===== src/rtl/pipe_hazard_ctrl.sv =====
// Stall/flush sequencer for the 5-stage RV32I pipeline.
// Drives enable/flush of the IF/ID, ID/EX, EX/MEM and MEM/WB stage registers and the PC enable.
// It resolves three kinds of event:
//   - data-memory waits
//   - EX-stage redirects
//   - load-use hazards
// Priority is in that order: a memory wait beats a redirect, which beats a load-use hazard.
// Saturating perf counters track stalled cycles and accepted redirects.
// Stage control outputs are combinational from state and inputs.
// State, counters and the sticky timeout flag are registered.
module pipe_hazard_ctrl #(
  parameter int REDIRECT_BUBBLES = 1,
  parameter int MEM_TIMEOUT      = 255,
  parameter int CNT_W            = 32
) (
  input  logic             clk,
  input  logic             rst_n,
  input  logic [4:0]       id_rs1,
  input  logic [4:0]       id_rs2,
  input  logic             id_use_rs1,
  input  logic             id_use_rs2,
  input  logic [4:0]       ex_rd,
  input  logic             ex_load,
  input  logic             ex_redirect,
  input  logic             mem_req,
  input  logic             mem_done,
  output logic             pc_en,
  output logic             ifid_en,
  output logic             ifid_flush,
  output logic             idex_en,
  output logic             idex_flush,
  output logic             exmem_en,
  output logic             exmem_flush,
  output logic             memwb_en,
  output logic             memwb_flush,
  output logic             mem_timeout,
  output logic [CNT_W-1:0] stall_cnt,
  output logic [CNT_W-1:0] flush_cnt,
  output logic [1:0]       state
);

  localparam int WAIT_W = $clog2(MEM_TIMEOUT + 1);
  localparam int BUB_W  = 3;

  localparam logic [1:0] ST_RUN      = 2'd0;
  localparam logic [1:0] ST_MEM_WAIT = 2'd1;
  localparam logic [1:0] ST_REDIRECT = 2'd2;

  logic [BUB_W-1:0]  bub_cnt, bub_nx;
  logic [WAIT_W-1:0] wait_cnt, wait_nx;
  logic [1:0]        state_nx;
  logic              load_use, timeout_hit, mem_stall, redir_take, lu_take;

  // Handshake note: mem_req marks a memory op sitting in MEM.
  // mem_done completes that op in the same cycle; there is no separate ready, and
  // MEM is held frozen until mem_done (or the timeout) arrives.

  // Event decode, in priority order: memory wait, then redirect, then load-use.
  always_comb begin
    load_use    = ex_load && (ex_rd != 5'd0) &&
                  ((id_use_rs1 && (id_rs1 == ex_rd)) || (id_use_rs2 && (id_rs2 == ex_rd)));
    timeout_hit = (state == ST_MEM_WAIT) && (wait_cnt >= WAIT_W'(MEM_TIMEOUT));
    mem_stall   = (state == ST_MEM_WAIT) ? (!mem_done && !timeout_hit) : (mem_req && !mem_done);
    redir_take  = ex_redirect && !mem_stall && (state != ST_MEM_WAIT);
    lu_take     = load_use && (state == ST_RUN) && !mem_stall && !ex_redirect;
  end

  // Stage register enables/flushes; reset forces every stage to its NOP value.
  always_comb begin
    pc_en       = 1'b1;
    ifid_en     = 1'b1;
    ifid_flush  = 1'b0;
    idex_en     = 1'b1;
    idex_flush  = 1'b0;
    exmem_en    = 1'b1;
    exmem_flush = 1'b0;
    memwb_en    = 1'b1;
    memwb_flush = 1'b0;
    if (!rst_n) begin
      pc_en       = 1'b0;
      ifid_en     = 1'b0;
      idex_en     = 1'b0;
      exmem_en    = 1'b0;
      memwb_en    = 1'b0;
      ifid_flush  = 1'b1;
      idex_flush  = 1'b1;
      exmem_flush = 1'b1;
      memwb_flush = 1'b1;
    end else if (mem_stall) begin
      pc_en       = 1'b0;
      ifid_en     = 1'b0;
      idex_en     = 1'b0;
      exmem_en    = 1'b0;
      memwb_flush = 1'b1;
    end else if (redir_take) begin
      ifid_flush  = 1'b1;
      idex_flush  = 1'b1;
    end else if (state == ST_REDIRECT) begin
      ifid_flush  = 1'b1;
    end else if (lu_take) begin
      pc_en       = 1'b0;
      ifid_en     = 1'b0;
      idex_flush  = 1'b1;
    end
  end

  // Next state.
  // The bubble count survives a memory wait, so a redirect can resume afterwards.
  always_comb begin
    state_nx = state;
    bub_nx   = bub_cnt;
    wait_nx  = wait_cnt;
    if (state == ST_MEM_WAIT) begin
      if (mem_stall) begin
        wait_nx = wait_cnt + WAIT_W'(1);
      end else begin
        wait_nx  = '0;
        state_nx = (bub_cnt != '0) ? ST_REDIRECT : ST_RUN;
      end
    end else if (mem_stall) begin
      state_nx = ST_MEM_WAIT;
      wait_nx  = WAIT_W'(1);
    end else if (redir_take) begin
      bub_nx   = BUB_W'(REDIRECT_BUBBLES - 1);
      state_nx = (REDIRECT_BUBBLES > 1) ? ST_REDIRECT : ST_RUN;
    end else if (state == ST_REDIRECT) begin
      bub_nx   = bub_cnt - BUB_W'(1);
      state_nx = (bub_cnt <= BUB_W'(1)) ? ST_RUN : ST_REDIRECT;
    end else begin
      state_nx = ST_RUN;
    end
  end

  // Registered state, sticky timeout flag and saturating perf counters.
  always_ff @(posedge clk) begin
    if (!rst_n) begin
      state       <= ST_RUN;
      bub_cnt     <= '0;
      wait_cnt    <= '0;
      mem_timeout <= 1'b0;
      stall_cnt   <= '0;
      flush_cnt   <= '0;
    end else begin
      state    <= state_nx;
      bub_cnt  <= bub_nx;
      wait_cnt <= wait_nx;
      if (timeout_hit && !mem_done) mem_timeout <= 1'b1;
      if (!pc_en && (stall_cnt != '1)) stall_cnt <= stall_cnt + CNT_W'(1);
      if (redir_take && (flush_cnt != '1)) flush_cnt <= flush_cnt + CNT_W'(1);
    end
  end

endmodule


===== config.mk =====
export PLATFORM = sky130hd
export DESIGN_NAME = pipe_hazard_ctrl
export DESIGN_NICKNAME = d
export VERILOG_FILES = /design/src/rtl/pipe_hazard_ctrl.sv
export SDC_FILE = /design/constraint.sdc
export NUM_CORES = 1
export LEC_CHECK = 0
export CAP_MARGIN = 20
export CORE_UTILIZATION = 50
export DETAILED_ROUTE_END_ITERATION = 16
export PLACE_DENSITY = 0.81
export SETUP_SLACK_MARGIN = 0.15
export SYNTH_ARGS = -nofsm -noshare
export SYNTH_HDL_FRONTEND = slang
export SYNTH_SLANG_ARGS = --single-unit

===== constraint.sdc =====
create_clock -name clk -period 2.44 [get_ports clk]
set_input_delay 0.488 -clock clk [delete_from_list [all_inputs] [get_ports clk]]
set_output_delay 0.488 -clock clk [all_outputs]
set_load 0.03 [all_outputs]

* Yosys cells after proc, flatten, opt, wreduce, memory -nomap -nowiden
Cells that the tools add are included.
** Storage, ports and cells
- Logic and storage cells :: 82
- Output and inout bits :: 76
- Bits of input ports :: 23
- Bits in registers :: 78
** Operators by class
- Bitwise operators :: 2
- Order comparisons :: 2
- Reductions and logical operators :: 27
- Mux-type cells :: 33
- Add/sub/neg operators :: 4
- Equal/unequal tests :: 8
** Operators by type and width (count)
- 32-bit by 1-bit adder with 32-bit output (second input constant) :: 2
- 32-bit != test (second input constant) :: 2
- 8-bit two-way mux :: 3
- 1-bit two-way mux :: 21
- 1-bit logical AND :: 15
- 2-bit two-way mux :: 7
- 5-bit equality test :: 2
- 8-bit by 1-bit adder with 8-bit output (second input constant) :: 1
- 8-bit >= comparator (second input constant) :: 1
- 3-bit two-way mux :: 2
- 1-bit logical NOT :: 5
- 5-bit nonzero test :: 1
- 2-bit nonzero test :: 2
- 3-bit by 1-bit less-or-equal comparator with 1-bit output (second input constant) :: 1
- 3-bit AND reduction :: 1
- 3-bit nonzero test :: 1
- 3-bit by 1-bit subtractor with 3-bit output (second input constant) :: 1
- 2-bit by 1-bit equality test with 1-bit output (second input constant) :: 1
- 2-bit equality test (second input constant) :: 1
- 2-bit logical NOT :: 1
- 2-bit by 1-bit != test with 1-bit output (second input constant) :: 1
- 2-bit != test (second input constant) :: 1
- 1-bit inverter :: 2
- 1-bit logical OR :: 1

* Longest topological paths before layout
Gate-level depths: netlist of the first run.
- Word-level depth :: 15
- Mapped depth :: 12
- Depth with buffers taken out :: 10

* Least setup slack after synthesis of the first run
OpenSTA, ideal clock, no wires.
- Path kind :: reg2out
- From :: reg state[0]
- To :: out pc_en
- Required time :: 1952 ps
- Slack :: -366 ps
- Arrival time :: 2318 ps
- Cell stages (with the launch flop) :: 10
- Cells stage by stage :: dfxtp_1 > nand2b_1 > buf_4 > nor3_4 > nor2_4 > nor2_2 > inv_2 > a21oi_2 > buf_2 > buf_4
** Between the ends
- Longest elaborated chain between the ends :: 13
** RTL lines
- start: declaration :: RTL line 39 : output logic [1:0] state
- start signal: assignment :: RTL line 144 : state <= state_nx;
- 2-bit by 1-bit equality test with 1-bit output :: RTL line 62, 63
- 1-bit logical AND :: RTL line 62 : timeout_hit = (state == ST_MEM_WAIT) && (wait_cnt >= WAIT_W'(MEM_TIMEOUT));
- 1-bit logical NOT :: RTL line 63 : mem_stall = (state == ST_MEM_WAIT) ? (!mem_done && !timeout_hit) : (mem_req && !mem_done);
- 1-bit logical AND :: RTL line 63
- 1-bit two-way mux :: RTL line 63
- 1-bit logical NOT :: RTL line 64, 65
- 1-bit logical AND (2 in series) :: RTL line 65 : lu_take = load_use && (state == ST_RUN) && !mem_stall && !ex_redirect;
- 1-bit two-way mux (3 in series)
- 1-bit two-way mux (*) (2 in series)
- end: declaration :: RTL line 27 : output logic pc_en,
Mark *: on every way between the ends. The rest lies on a longest branch, timed or not.

* Final worst setup path of the first run
- From :: in mem_req
- To :: out pc_en
** Between the ends
- Longest elaborated chain between the ends :: 10
** RTL lines
- start: declaration :: RTL line 25 : input logic mem_req,
- 1-bit logical AND (*) :: RTL line 63
- 1-bit two-way mux (*) :: RTL line 63
- 1-bit logical NOT :: RTL line 64, 65
- 1-bit logical AND (2 in series) :: RTL line 65
- 1-bit two-way mux :: RTL line 100 : end else if (lu_take) begin
- 1-bit two-way mux :: RTL line 98 : end else if (state == ST_REDIRECT) begin
- 1-bit two-way mux :: RTL line 95 : end else if (redir_take) begin
- 1-bit two-way mux (*) :: RTL line 89 : end else if (mem_stall) begin
- 1-bit two-way mux (*) :: RTL line 79 : if (!rst_n) begin
Marked as above.

==> results of run 1 <==
through the flow:
stage	TNS, ns	instance area (um2)	setup slack (ns)	power, mW	std cells
2_1_floorplan	0	4060	0.130	1.48	488
3_3_place_gp	-3.85	5260	-0.283	1.58	698
3_5_place_dp	-6.57	5260	-0.375	1.59	698
4_1_cts	0	5560	0.130	2.75	720
5_1_grt	0	5590	0.0482	2.82	721
6_report	0	5590	0.142	2.73	721
report_power, final:
part / internal, mW / switching (mW)
logic: 0.122 / 0.152
registers: 1.28 / 0.0126
clock network: 0.679 / 0.481
total: 2.08 / 0.645
Yosys cell counts, drive strengths merged:
cell type  instances  area, um2
dfxtp             78       1560
nor2              67        278
nand2             48        180
a21oi             30        161
xnor2             30        263
nand3             28        153
nand4             21        138
xor2              18        158
nor3              17       96.4
o21ai             16       80.1
and3              14       87.6
or3               14       87.6
clkbuf            11       41.3
inv               11       41.3
buf               10       73.8
nand2b            10       62.6
nor4              10       83.8
mux2i              6       60.1
o31ai              6       45.0
or4                6       45.0
and4               5       43.8
ha                 5       62.6
nand3b             4       30.0
and2               3       18.8
nor3b              3       22.5
nand4b             2       17.5
nor2b              2       12.5
o211ai             2       15.0
o22ai              2       12.5
a21o               1       7.51
a311oi             1       8.76
a32oi              1       8.76
clkinv             1       3.75
maj3               1       10.0
nor4b              1       8.76
o311ai             1       8.76
o41ai              1       8.76
or2                1       8.76
layer usage:
| metal | global-route usage (%) | up-vias | share of wire [%] |
|---|---|---|---|
| met5 | 0 | - | 0 |
| met4 | 8.99 | 0 | 1.7 |
| met3 | 4.86 | 15 | 4.9 |
| met2 | 41.9 | 120 | 49 |
| met1 | 31.0 | 1870 | 44 |
| li1 | - | 1966 | - |
sequential cells by signal (all words and copies together) (netlist names):
register and count:
bub_cnt 3, flush_cnt 32, mem_timeout 1, stall_cnt 32, state 2, wait_cnt 8
cell type report:
class	count	area [um2]
inverters	12	47.5
well taps	102	128
clock inverters	6	109
flip-flops and latches	78	1570
clock buffers	10	128
fillers	593	2140
repair buffers	136	1260
multi-input cells	377	2340
repair_timing:
action | CTS | global route
pin swaps | 13 | 7
setup buffers | 6 | 1
hold endpoints to repair | 0 | 0
gates resized for setup | 26 | 14
endpoints found under the setup margin | 17 | 16
worst min-delay path: cells and delay by family (launching register included):
kind,cells,cell delay [ns]
flops,1,0.34
mux,1,0.05
simple gates,1,0.06
how the worst max path moves through the flow:
stage	to	startpoint	slack [ns]	depth (start not counted)
after global routing	stall_cnt[29]$_SDFFE_PN0P_	stall_cnt[4]$_SDFFE_PN0P_	0.05	7
final	pc_en	mem_req	0.14	8
after detailed placement	stall_cnt[25]$_SDFFE_PN0P_	ex_rd[4]	-0.37	9
after CTS	pc_en	wait_cnt[1]$_SDFFE_PN0N_	0.13	9
after global placement	stall_cnt[25]$_SDFFE_PN0P_	ex_rd[1]	-0.28	9
after floorplan	pc_en	wait_cnt[1]$_SDFFE_PN0N_	0.13	9
kinds of logic (layout without fill, tap and decap cells):
family                     Yosys count  after routing  share of synthesized area, %
buffers and inverters               33            164                          4.00
muxes                                6              6                          1.50
AOI/OAI and AO/OA                   61             61                          8.90
and+or+nand+nor                    256            256                          34.3
DFF                                 78             78                          39.0
xor gates and xnor gates            48             48                          10.5
adders and majority gates            6              6                          1.81
==> impl_metrics.tcl, run 1 <==
set metrics [dict create \
    yosys.cell_types.count 52 \
    crit_path_cell_trace "clkdlybuf4s50_1 -> o21ai_2 -> nor2_4 -> nor2_4 -> inv_4 -> a21oi_4 -> buf_8 -> buf_6" \
    timing.rr.end "stall_cnt[29]$_SDFFE_PN0P_" \
    clkTransAtPathRegs_ns 0.08 \
    setup_viol 0 \
    ff2ff_path_depth 7 \
    syn_nets 516 \
    fmax_ghz 0.435 \
    slew_headroom_pct 71.1 \
    wl_mm 10.1 \
    critPathSlowestCell "clkdlybuf4s50_1" \
    clkSinkCount 78 \
    min_from "stall_cnt[21]$_SDFFE_PN0P_" \
    clock-root-buffer "clkbuf_8" \
    route.detailed.drc 0 \
    critPathKind "in2out" \
    numCtsBuffers 9 \
    vdd_drop_max_uv 317 \
    antenna_found_initial 0 \
    htree_levels 3 \
    holdWs_ns 0.492 \
    ant_nets 0 \
    die_width_um 91.5 \
    cap_violations 0 \
    worstHoldPathType "reg2reg" \
    initial_core_util_pct 51.8 \
    num_vias 3971 \
    vias_per_cell 5.51 \
    portBuffers 98 \
    r2r_slack_ns 0.24 \
    syn_avg_cell_area_um2 8.21 \
    cts_hold_buffers 0 \
    start_kind "primary input" \
    dieArea_um2 8370 \
    utilization_pct 72.3 \
    grt_max_degree 70 \
    gr-total-overflow 0 \
    whs_endpoint "stall_cnt[21]$_SDFFE_PN0P_" \
    crit_top_cell "nor2_4" \
    routabilityCongestion 0.811 \
    worstPathRequired_ns 1.95 \
    area_delta_synth_final_pct 39.6 \
    slew_viol_final 0 \
    drive_gt1_share_pct 14.2 \
    crit_family "buffers and inverters" \
    ys_ff_latch 78 \
    drt_pre_antenna_iters 4 \
    diodes 0 \
    power.density_nw_per_um2 488 \
    die_y_um 91.5 \
    cts.path.max_buffers 2 \
    cts_tree "yes" \
    nets 642 \
    finalHoldViolCount 0 \
    reg2reg_from "stall_cnt[3]$_SDFFE_PN0P_" \
    drt_iter0_drc 216 \
    synth_seq_area_share_pct 39.0 \
    mostFrequentLayoutCells "dfxtp_1, clkdlybuf4s50_1, nor2_1" \
    p_leak_nw 2.02 \
    whs_path_depth 2 \
    synthesis.instances 488 \
    wire_per_inst_um 14.0 \
    cp_slowest_stage_delay_ns 0.47 \
    grt_pass1_wl_mm 16.8 \
    status "completed" \
    fp-row-count 32 \
    yosysWarnings 0 \
    clock_skew_ns 0.00501 \
    clkLatencyLatePin_ns 0.35 \
    tightest_slew_ns 0.427 \
    end_kind "output port" \
    crit_arrival_ns 1.81 \
    period_minus_slack_ns 2.30 \
    hpwl_mm 7.14 \
    cp_max_fo 3 \
    first_global_vias 3637 \
    num_io_pins 99 \
    path_buf_inv 4 \
    grt_use_total_pct 24.7 \
    rsz0062_at_grt "true" \
    core_area_um2 7730 \
    netlist_area_um2 4010 \
    fin_crit_sh_pct 94.2 \
]
No activity file was read; power rests on OpenSTA's default activity.
==> run 2: changes to the inputs <==
--- a/config.mk
+++ b/config.mk
@@ -5,10 +5,9 @@
 export SDC_FILE = /design/constraint.sdc
 export NUM_CORES = 1
 export LEC_CHECK = 0
-export CAP_MARGIN = 20
-export CORE_UTILIZATION = 50
+export CORE_UTILIZATION = 45
 export DETAILED_ROUTE_END_ITERATION = 16
-export PLACE_DENSITY = 0.81
+export PLACE_DENSITY = 0.77
 export SETUP_SLACK_MARGIN = 0.15
 export SYNTH_ARGS = -nofsm -noshare
 export SYNTH_HDL_FRONTEND = slang
==> constraint.sdc (replaced) <==
create_clock -name clk -period 1.85 [get_ports clk]
set_input_delay 0.37 -clock clk [delete_from_list [all_inputs] [get_ports clk]]
set_output_delay 0.37 -clock clk [all_outputs]
set_load 0.03 [all_outputs]
==> impl_metrics.tcl, run 2 (synthesis gave the netlist of run 1 again) <==
set metrics [dict create \
    p_leak_nw 3.09 \
    grt_pass1_wl_mm 22.1 \
    end_kind "output port" \
    routabilityCongestion 0.813 \
    power_frac_seq_pct 44.3 \
    fmax_ghz 0.429 \
    core_area_um2 8680 \
    antenna_found_initial 0 \
    clkTransAtPathRegs_ns 0.08 \
    clock-root-buffer "clkbuf_8" \
    power.density_nw_per_um2 534 \
    hpwl_mm 8.51 \
    portBuffers 98 \
    fin_ws_ns -0.479 \
    worstPathRequired_ns 1.48 \
    num_io_pins 99 \
    finalPower_mw 3.82 \
    finalHoldViolCount 0 \
    clock_skew_ns 0.00799 \
    slew_viol_final 0 \
    vdd_drop_max_uv 309 \
    vias_per_cell 6.06 \
    drt_pre_antenna_iters 5 \
    top_regs "flush_cnt: 32 flops, stall_cnt: 32 flops, wait_cnt: 8 flops" \
    nets 750 \
    setup_viol 68 \
    htree_levels 3 \
    pre_cts_slack_ns -0.779 \
    p_sw_share_pct 25.9 \
    first_global_vias 4642 \
    initial_core_util_pct 46.2 \
    drt_iter0_drc 356 \
    dieArea_um2 9280 \
    drive_gt1_share_pct 45.3 \
    tightest_slew_ns 0.455 \
    violations "negative setup slack" \
    die_y_um 96.3 \
    die_width_um 96.3 \
    worstHoldPathType "reg2reg" \
    numCtsBuffers 9 \
    num_vias 5066 \
    wl_mm 17.2 \
    start_kind "register" \
    grt_use_total_pct 31.2 \
    clkSinkCount 78 \
    route.detailed.drc 0 \
    clkLatencyLatePin_ns 0.36 \
    cap_violations 0 \
    wire_per_inst_um 20.6 \
    rsz0062_at_grt "true" \
    grt_max_degree 36 \
    period_minus_slack_ns 2.33 \
    slew_headroom_pct 69.7 \
    cts_tree "yes" \
    crit_arrival_ns 1.96 \
    gr-total-overflow 0 \
    cts_hold_buffers 0 \
    p_sw_mw 0.991 \
    fp-row-count 34 \
    fin_crit_sh_pct 126 \
    area_delta_synth_final_pct 78.6 \
    cp_max_fo 4 \
    power.internal_mw 2.83 \
    cts.path.max_buffers 2 \
    status "finished with violations" \
    r2r_slack_ns -0.38 \
    power_frac_comb_pct 14.1 \
    mostFrequentLayoutCells "buf_4, dlygate4sd2_1, nor2_1" \
    p_clk_share_pct 41.5 \
    layout_commonest_cell "buf_4" \
    critPathKind "reg2out" \
    ant_nets 0 \
]
-- run 2: changes by cell type in the layout (fill, tap and decap cells not counted), moves of 23 or more --
cell             change
buf_4               +81
clkdlybuf4s50_1     -70
dlygate4sd2_1       +70
dfxtp_1             -37
dfxtp_2             +29
buf_6               +23
-- run 2: final cells by class --
cell class / instances / area (um2)
Timing Repair Buffer: 243 / 2110
Multi-Input combinational cell: 378 / 2990
Tap cell: 108 / 135
Sequential cell: 78 / 1640
Clock inverter: 4 / 95.1
Fill cell: 466 / 1530
Inverter: 12 / 47.5
Antenna cell: 1 / 2.50
Clock buffer: 12 / 135
-- run 2: final timing paths --
kind / endpoint / start / cells after the start
max: pc_en / wait_cnt[1]$_SDFFE_PN0N_ / 9
min: mem_timeout$_SDFFE_PN0P_ / mem_timeout$_SDFFE_PN0P_ / 2
max reg2reg: stall_cnt[27]$_SDFFE_PN0P_ / wait_cnt[1]$_SDFFE_PN0N_ / 12
min reg2reg: mem_timeout$_SDFFE_PN0P_ / mem_timeout$_SDFFE_PN0P_ / 2
-- run 2: what timing repair did --
item,in CTS,in global routing
pin swaps,68,58
endpoints found under the setup margin,140,79
setup buffers,32,19
gates resized for setup,174,70
hold endpoints to repair,0,0
cloned,2,0
-- run 2: worst max-delay path: stages, from the launching register on --
cell	delay [ns]
dfxtp_2	0.37
ha_4	0.14
nand4_1	0.17
nor3_4	0.24
nor2_4	0.06
nor2_4	0.13
inv_4	0.07
a21oi_4	0.15
buf_8	0.14
buf_6	0.13
-- run 2: metrics by stage --
step	hold slack, ns	std cells	TNS [ns]	area, um2	util [%]
6_report	0.472	836	-15.37	7150	82.4
5_1_grt	0.517	835	-19.24	7150	82.4
4_1_cts	0.479	816	-7.09	6760	77.9
3_5_place_dp	0.463	766	-32.33	5990	69.0
3_3_place_gp	0.458	766	-29.16	5990	69.0
2_1_floorplan	0.447	488	-8.26	4340	-
-- run 2: power by group through the flow --
stage	combinational (mW)	clock, mW	sequential [mW]
after floorplan	0.199	0	1.76
after global placement	0.399	0	1.73
after detailed placement	0.408	0	1.73
after CTS	0.494	1.54	1.69
after global routing	0.564	1.64	1.69
final	0.539	1.59	1.69
-- run 2: routing by layer --
layer,global-route usage (%),share of wire (%),up-vias
met5,0,0,-
met4,17.4,5.8,0
met3,5.69,6.8,108
met2,54.7,50,316
met1,35.5,37,2453
li1,-,-,2189
==> run 3: changes to the inputs <==
--- a/config.mk
+++ b/config.mk
@@ -7,7 +7,7 @@
 export LEC_CHECK = 0
 export CORE_UTILIZATION = 45
 export DETAILED_ROUTE_END_ITERATION = 16
-export PLACE_DENSITY = 0.77
+export PLACE_DENSITY_LB_ADDON = 0.2
 export SETUP_SLACK_MARGIN = 0.15
 export SYNTH_ARGS = -nofsm -noshare
 export SYNTH_HDL_FRONTEND = slang
==> impl_metrics.tcl, run 3 (synthesis gave the netlist of run 1 again) <==
set metrics [dict create \
    grt_max_degree 42 \
    drt_pre_antenna_iters 4 \
    reg2reg_from "wait_cnt[1]$_SDFFE_PN0N_" \
    numCtsBuffers 9 \
    setup_viol 67 \
    die_y_um 96.3 \
    worstPathRequired_ns 1.48 \
    htree_levels 3 \
    first_global_vias 4449 \
    vdd_drop_max_uv 454 \
    holdWs_ns 0.482 \
    fmax_ghz 0.433 \
    routabilityCongestion 0.796 \
    timing.rr.end "stall_cnt[18]$_SDFFE_PN0P_" \
    dieArea_um2 9280 \
    cts.path.max_buffers 2 \
    start_kind "register" \
    top_regs "flush_cnt: 32 flops, stall_cnt: 32 flops, wait_cnt: 8 flops" \
    fillers 520 \
    period_minus_slack_ns 2.31 \
    fin_ws_ns -0.460 \
    num_vias 4684 \
    fp-row-count 34 \
    mostFrequentLayoutCells "buf_4, dlygate4sd2_1, nor2_1" \
    power.density_nw_per_um2 507 \
    core_area_um2 8680 \
    nets 745 \
    initial_core_util_pct 46.2 \
    num_io_pins 99 \
    status "finished with violations" \
    worstHoldPathType "reg2reg" \
    drt_iter0_drc 132 \
    cp_max_fo 3 \
    wl_mm 14.6 \
    finalHoldViolCount 0 \
    startpoint "wait_cnt[1]$_SDFFE_PN0N_" \
    hpwl_mm 8.40 \
    ant_nets 0 \
    cts_tree "yes" \
    rsz0062_at_grt "true" \
    crit_end "ifid_en" \
    route.detailed.drc 0 \
    layout_commonest_cell "buf_4" \
    portBuffers 98 \
    clkSinkCount 78 \
    die_width_um 96.3 \
    grt_pass1_wl_mm 21.0 \
    drive_gt1_share_pct 43.6 \
    route.met2.wl_mm 7.61 \
    diodes 0 \
    crit_arrival_ns 1.94 \
    clkLatencyLatePin_ns 0.37 \
    slew_viol_final 0 \
    finalPower_mw 3.57 \
    slew_headroom_pct 66.6 \
    wire_per_inst_um 17.5 \
    antenna_found_initial 0 \
    p_leak_nw 3.08 \
    vias_per_cell 5.64 \
    wl_met1_mm 5.64 \
    clock-root-buffer "clkbuf_8" \
    fin_crit_sh_pct 125 \
    area_delta_synth_final_pct 75.8 \
    end_kind "output port" \
    cap_violations 0 \
    critPathKind "reg2out" \
    clkTransAtPathRegs_ns 0.08 \
    cts_hold_buffers 0 \
    tightest_slew_ns 0.501 \
    ff2ff_path_depth 13 \
    utilization_pct 81.1 \
    gr-total-overflow 0 \
    violations "negative setup slack" \
    dr_wl_met3_um 796 \
    grt_use_total_pct 29.8 \
    highest_layer "met4" \
    r2r_slack_ns -0.36 \
    clock_skew_ns 0.0111 \
]
[run 3: changes by cell type in the layout (fill, tap and decap cells not counted), moves of 4 or more]
cell / before / now
buf_6: 28 / 24
o21ai_0: 3 / 7
or3_1: 7 / 11
or3_4: 7 / 3
[run 3: what timing repair did]
item	4_1_cts	5_1_grt
pin swaps	68	40
buffers inserted	23	16
resized for setup	173	48
endpoints found under the setup margin	136	77
gates cloned	3	0
[run 3: worst min-delay path by stage]
stage                                         from                        to  slack [ns]  cells past startpoint
after global routing      wait_cnt[2]$_SDFFE_PN0N_  wait_cnt[2]$_SDFFE_PN0N_        0.53                      2
final                     mem_timeout$_SDFFE_PN0P_  mem_timeout$_SDFFE_PN0P_        0.48                      2
after detailed placement  mem_timeout$_SDFFE_PN0P_  mem_timeout$_SDFFE_PN0P_        0.47                      2
after global placement    mem_timeout$_SDFFE_PN0P_  mem_timeout$_SDFFE_PN0P_        0.46                      2
after CTS                 mem_timeout$_SDFFE_PN0P_  mem_timeout$_SDFFE_PN0P_        0.49                      2
after floorplan           wait_cnt[7]$_SDFFE_PN0N_  wait_cnt[7]$_SDFFE_PN0N_        0.45                      1
[run 3: area by class of cell]
cell class	count	area [um2]	area share (%)
Multi-Input combinational cell	380	2990	42.4
Inverter	12	47.5	0.675
Clock buffer	13	191	2.72
Timing Repair Buffer	236	2010	28.6
Sequential cell	78	1640	23.3
Tap cell	108	135	1.92
Clock inverter	3	21.3	0.302
[run 3: where the power goes]
part	total [mW]	internal, mW	switching (mW)
Sequential	1.69	1.68	0.0131
Combinational	0.518	0.238	0.280
Clock	1.36	0.690	0.670
Total	3.57	2.60	0.963
[run 3: layer usage]
metal | vias to the layer above | global-route usage, %
met2 | 183 | 53.0
li1 | 2181 | -
met3 | 40 | 5.13
met1 | 2280 | 34.6
met5 | - | 0
met4 | 0 | 14.3
[run 3: worst max-delay path, cell delays in order, from the launching register on]
cell     delay, ns
dfxtp_2       0.36
ha_4          0.13
nand4_1       0.18
nor3_4        0.24
nor2_4        0.07
nor2_4        0.13
inv_4         0.05
a21oi_4       0.16
buf_8         0.14
buf_6         0.12
[run 3: through the flow]
stage,setup TNS [ns],area (um2),setup WS [ns],cells
finish,-12.71,7040,-0.460,830
global route,-17.93,7040,-0.518,830
CTS,-6.76,6710,-0.391,814
detailed placement,-32.89,6020,-0.828,772
global placement,-30.78,6020,-0.785,772
floorplan,-8.26,4340,-0.342,488
